`src/rtl/program_loader.sv`:
```
// Program loader: copies a RAM_BYTES-long image from the input pins into RAM
// over the shared 8-bit bus (MAR address, MAR data, RAM write), holding the CPU
// in reset while it does so. All outputs are registered and depend only on state.
module program_loader #(
    parameter int unsigned RAM_BYTES = 16,
    parameter int unsigned ADDR_W    = 4
) (
    input  logic              clk,
    input  logic              rst_n,
    input  logic              start,
    input  logic              run,
    input  logic [7:0]        in_data,
    input  logic              in_valid,
    output logic              in_ready,
    output logic [7:0]        bus_out,
    output logic              bus_oe,
    output logic              n_load_addr,
    output logic              n_load_data,
    output logic              n_write,
    output logic              cpu_hold,
    output logic [ADDR_W-1:0] load_addr,
    output logic              done
);

    typedef enum logic [2:0] {
        StIdle,
        StWaitByte,
        StDriveAddr,
        StDriveData,
        StWrite,
        StDone
    } state_e;

    localparam logic [ADDR_W-1:0] LastAddr = ADDR_W'(RAM_BYTES - 1);

    state_e            state_q, state_d;
    logic [ADDR_W-1:0] addr_q, addr_d;
    logic [7:0]        data_q, data_d;

    logic              in_ready_d;
    logic [7:0]        bus_out_d;
    logic              bus_oe_d;
    logic              n_load_addr_d;
    logic              n_load_data_d;
    logic              n_write_d;
    logic              cpu_hold_d;
    logic              done_d;

    // Next-state, address counter and holding register.
    always_comb begin
        state_d = state_q;
        addr_d  = addr_q;
        data_d  = data_q;
        unique case (state_q)
            StIdle: begin
                // start wins over run
                if (start) begin
                    state_d = StWaitByte;
                    addr_d  = '0;
                end else if (run) begin
                    state_d = StDone;
                end
            end
            StWaitByte: begin
                if (in_valid) begin
                    data_d  = in_data;
                    state_d = StDriveAddr;
                end
            end
            StDriveAddr: state_d = StDriveData;
            StDriveData: state_d = StWrite;
            StWrite: begin
                if (addr_q == LastAddr) begin
                    state_d = StDone;
                    addr_d  = '0;
                end else begin
                    state_d = StWaitByte;
                    addr_d  = addr_q + ADDR_W'(1);
                end
            end
            StDone: begin
                // Reload; run is ignored here
                if (start) begin
                    state_d = StWaitByte;
                    addr_d  = '0;
                end
            end
            default: begin
                state_d = StIdle;
                addr_d  = '0;
            end
        endcase
    end

    // Decode the outputs for the upcoming state so they can be registered.
    always_comb begin
        in_ready_d    = 1'b0;
        bus_out_d     = 8'h00;
        bus_oe_d      = 1'b0;
        n_load_addr_d = 1'b1;
        n_load_data_d = 1'b1;
        n_write_d     = 1'b1;
        cpu_hold_d    = 1'b1;
        done_d        = 1'b0;
        unique case (state_d)
            StIdle: ;
            StWaitByte: in_ready_d = 1'b1;
            StDriveAddr: begin
                bus_oe_d      = 1'b1;
                bus_out_d     = 8'(addr_d);
                n_load_addr_d = 1'b0;
            end
            StDriveData: begin
                bus_oe_d      = 1'b1;
                bus_out_d     = data_d;
                n_load_data_d = 1'b0;
            end
            StWrite: begin
                bus_oe_d  = 1'b1;
                bus_out_d = data_d;
                n_write_d = 1'b0;
            end
            StDone: begin
                cpu_hold_d = 1'b0;
                done_d     = 1'b1;
            end
            default: ;
        endcase
    end

    // State, datapath and registered outputs.
    always_ff @(posedge clk or negedge rst_n) begin
        if (!rst_n) begin
            state_q     <= StIdle;
            addr_q      <= '0;
            data_q      <= 8'h00;
            in_ready    <= 1'b0;
            bus_out     <= 8'h00;
            bus_oe      <= 1'b0;
            n_load_addr <= 1'b1;
            n_load_data <= 1'b1;
            n_write     <= 1'b1;
            cpu_hold    <= 1'b1;
            done        <= 1'b0;
        end else begin
            state_q     <= state_d;
            addr_q      <= addr_d;
            data_q      <= data_d;
            in_ready    <= in_ready_d;
            bus_out     <= bus_out_d;
            bus_oe      <= bus_oe_d;
            n_load_addr <= n_load_addr_d;
            n_load_data <= n_load_data_d;
            n_write     <= n_write_d;
            cpu_hold    <= cpu_hold_d;
            done        <= done_d;
        end
    end

    assign load_addr = addr_q;

endmodule

```
`config.mk`:
```
export PLATFORM = sky130hd
export DESIGN_NAME = program_loader
export DESIGN_NICKNAME = d
export VERILOG_FILES = /design/src/rtl/program_loader.sv
export SDC_FILE = /design/constraint.sdc
export NUM_CORES = 1
export LEC_CHECK = 0
export ABC_AREA = 1
export BUFFER_PORTS_ARGS = -buffer_cell sky130_fd_sc_hd__buf_2
export CAP_MARGIN = 5
export CORE_MARGIN = 2
export CORE_UTILIZATION = 40
export CTS_BUF_LIST = sky130_fd_sc_hd__clkbuf_8
export CTS_CLUSTER_SIZE = 16
export DETAILED_ROUTE_END_ITERATION = 8
export SLEW_MARGIN = 20
export SYNTH_ARGS = -nofsm -noshare
export SYNTH_HDL_FRONTEND = slang
export SYNTH_SLANG_ARGS = --single-unit
```
`constraint.sdc`:
```
create_clock -name clk -period 1.5 [get_ports clk]
set_input_delay 0.075 -clock clk [delete_from_list [all_inputs] [get_ports clk]]
set_output_delay 0.075 -clock clk [all_outputs]
set_load 0.02 [all_outputs]
```
==> impl_results.md <==
- Nets: between 200 and 250
- Worst slew margin: 57.3%
- Root buf cell: clkbuf_8
- Simple-gate portion of the synthesized area: about a third
- Max cap viols: 0
- CTS H-tree depth: 2
- Largest family of logic cells by synthesized area: simple AND/OR/NAND/NOR gates
- Post-synth EDFFs: 0
- Post-synthesis sequential area ratio: between 50% and 60%
- Setup_tns: 0 ps
- Clock slew at reported path FFs: about 60 ps
- Global-route wire length before repair: ~4.3 mm
- Routed via count: between 1000 and 1500
- FF+latch count, synth: 30
- Skew final: 2.86 ps
- WL final: around 2.6 mm
- Pin count of the biggest net entering global routing: 31
- Die Width: 60.7 um
- Synth warnings: 0
- Gr ovfl total: 0
- FFs w/ async S/R, synth: 100%
- Share of the synthesized area in the top cell type: between 50% and 60%
- Status: finished, final reports clean
- Pwr dens: a little over 2000 nW/um^2
- Setup violators final: 0
- Post-Syn Nets: roughly 160
- Max-slew violation count: 0
- Vias/cell: approximately 4.6
- Detailed Route Iter0 Violations: 28
- Fmax: approximately 760 MHz
- Sw Share: about two fifths
- Syn_area_per_cell: 8.64 sq um
- WL per Instance: around 11 um
- Xor/xnor share of the synthesized area: 0%
- Mux share of post-synthesis cell area: 0%
- Die Y: 60.7 um
- Slew @ Worst Pin: 640 ps
- TritonCTS Buffers: 5
- GP Congestion: about 0.8
- Antenna Cells: 0
- Clk sinks: 30
- Initial antenna violation count: 0
- DRC: 0
- Post-Synth Adder-Cell Area: less than 1%
- Critical path class: flop to flop
- I/O pins: 32
- Netlist cell types: 21
- Die ar.: between 3000 and 4000 sq um
- Startpoint types: flop
- Cell row count: 20
- Core ar.: a little over 3000 sq um
- Switching power: about 1300 uW
- Count leader, synth: nand2_1
- RSZ-0062 raised after global routing: false
- Fin cells: 237
- Min Tclk post-route: 1320 ps
- Slowest-stage cell, CP: dfrtp_1
- Cell Area, Synth: approximately 1300 sq um
- Hold crit path type: input port to flop
- Synth Area in Compound Gates: ~3%
- Synth Instances: 149
- Synth Flop Type: dfrtp_1
- Crit path largest cell delay: a little over 400 ps
- Final worst path period share: ~88%
- # resized after CTS: 0
- Skew-Pair Late Insertion Delay: roughly 280 ps
- HPWL Detailed: 1.96 mm
- Dpl cells: ~230
- CP Max Fanout: 8
- Hold Fails Final Rpt: 0
- Clk pwr share: 19.4%
- Leading post-synthesis cells by cell area: dfrtp_1 51%, nand2_1 13%, dfstp_2 8.2%, nand3_1 7.8%, nor2_1 6.4%
- Total track usage: between 15 and 20%
- CTS tree: yes
- Int Power: approximately 2000 uW
- Share of cells above drive strength 1: just under 30%
- Pleak: just over 0.0009 uW
- Share of power burned in registers: about two fifths
- Vias in the first global route: around 1000
- Clock Path Buffers: 2
- Crit path arrival time: approximately 1500 ps
- Most instantiated cells after synthesis: 43 x nand2_1, 26 x dfrtp_1, 22 x nor2_1, 20 x nand3_1, 11 x inv_1
- Area leader, netlist: dfrtp_1
- Synthesis-to-layout area growth: 26.4%
- Combinational cell fraction of total power: 42.1%
- TritonRoute pass-1 iters: 4
- Starting density of the core: around 42%
- CP Cell Sequence: inv_4, nand2_2, inv_1, nand2_1, o21ai_2, inv_1, nand2_1, nor2_1
- Max IR drop VDD: 0.660 mV
- Final ANT Viol Nets: 0
- Crit. End Element: flop
- CP Data Required Time: around 1700 ps
- Number of port buffers: 31
==> cell families (layout without fill, tap and decap cells) <==
logic type	Yosys count	after routing
simple gates	95	95
fa+ha+maj	1	1
flops	30	30
buf+inv	16	60
compound gates	7	7
==> worst paths after layout <==
path / start / to / slack [ps] / cells after the start
setup / recovery: state_q[2]$_DFF_PN0_ / in_ready$_DFF_PN0_ / 180 / 8
hold / removal: in_data[1] / data_q[1]$_DFF_PN0_ / 20 / 3
setup reg to reg: state_q[2]$_DFF_PN0_ / in_ready$_DFF_PN0_ / 180 / 8
hold reg to reg: data_q[3]$_DFF_PN0_ / data_q[3]$_DFF_PN0_ / 480 / 2
max in group asynchronous: rst_n / data_q[6]$_DFF_PN0_ / 730 / 2
min in group asynchronous: rst_n / bus_out[5]$_DFF_PN0_ / 360 / 2
==> sequential cells by signal, summed over array words and instances (netlist names) <==
name	cells
bus_oe	1
bus_out	8
cpu_hold	1
data_q	8
done	1
in_ready	1
load_addr	4
n_load_addr	1
n_load_data	1
n_write	1
state_q	3
==> timing repair <==
item | in CTS | in global routing
setup buffers | 0 | 0
endpoints found under the hold margin | 26 | 0
hold buffers | 1 | 0
==> critical path: cells and delay by family, from the launching register on <==
kind / cells / cell delay [ps]
DFF: 1 / 410
AOI/OAI and AO/OA: 1 / 80
and+or+nand+nor: 4 / 370
buffers and inverters: 3 / 340
==> per-layer routing <==
layer / global-route usage, % / vias up / part of all wire, %
met5: 0 / - / 0
met4: 10.2 / 0 / 2.6
met3: 4.48 / 7 / 4.5
met2: 27.3 / 28 / 50
met1: 18.5 / 495 / 43
li1: - / 560 / -
==> power groups by stage <==
stage	registers [uW]	logic (uW)	clock network, uW
floorplan	1510	722	0
global placement	1280	1400	0
detailed placement	1300	1410	0
CTS	1280	1410	672
global route	1320	1570	695
finish	1280	1400	645
==> cell type report <==
class                           instances  area [sq um]
Timing Repair Buffer                   39           218
Sequential cell                        30           756
Clock inverter                          2          8.76
Tap cell                               44          55.1
Clock buffer                            6          82.6
Multi-Input combinational cell        103           457
Inverter                               13          51.3
Fill cell                             303          1430
==> cell usage in the layout, fill, tap and decap left out, drive strengths merged <==
master       Yosys  final
dlygate4sd3      0      1
inv             13     14
o21ai            3      3
ha               1      1
a21oi            4      4
or2              1      1
buf              3     38
nand4            2      2
dfrtp           26     26
clkbuf           0      6
nand3           21     21
nor2            23     23
nand2           44     44
clkinv           0      1
dfstp            4      4
nor3             4      4
==> metrics by stage <==
step | utilization [%] | total power, uW | instance area (sq um) | setup slack [ps] | hold WS [ps]
final | 53.3 | 3320 | 1630 | 185 | 22.5
after global routing | 53.3 | 3580 | 1630 | 41.7 | 35.8
after CTS | 53.3 | 3370 | 1630 | 156 | 17.2
after detailed placement | 50.0 | 2700 | 1530 | 170 | 142
after global placement | 50.0 | 2680 | 1530 | 174 | 136
after floorplan | - | 2230 | 1290 | 171 | -221
(Power assumes the default switching activity.)
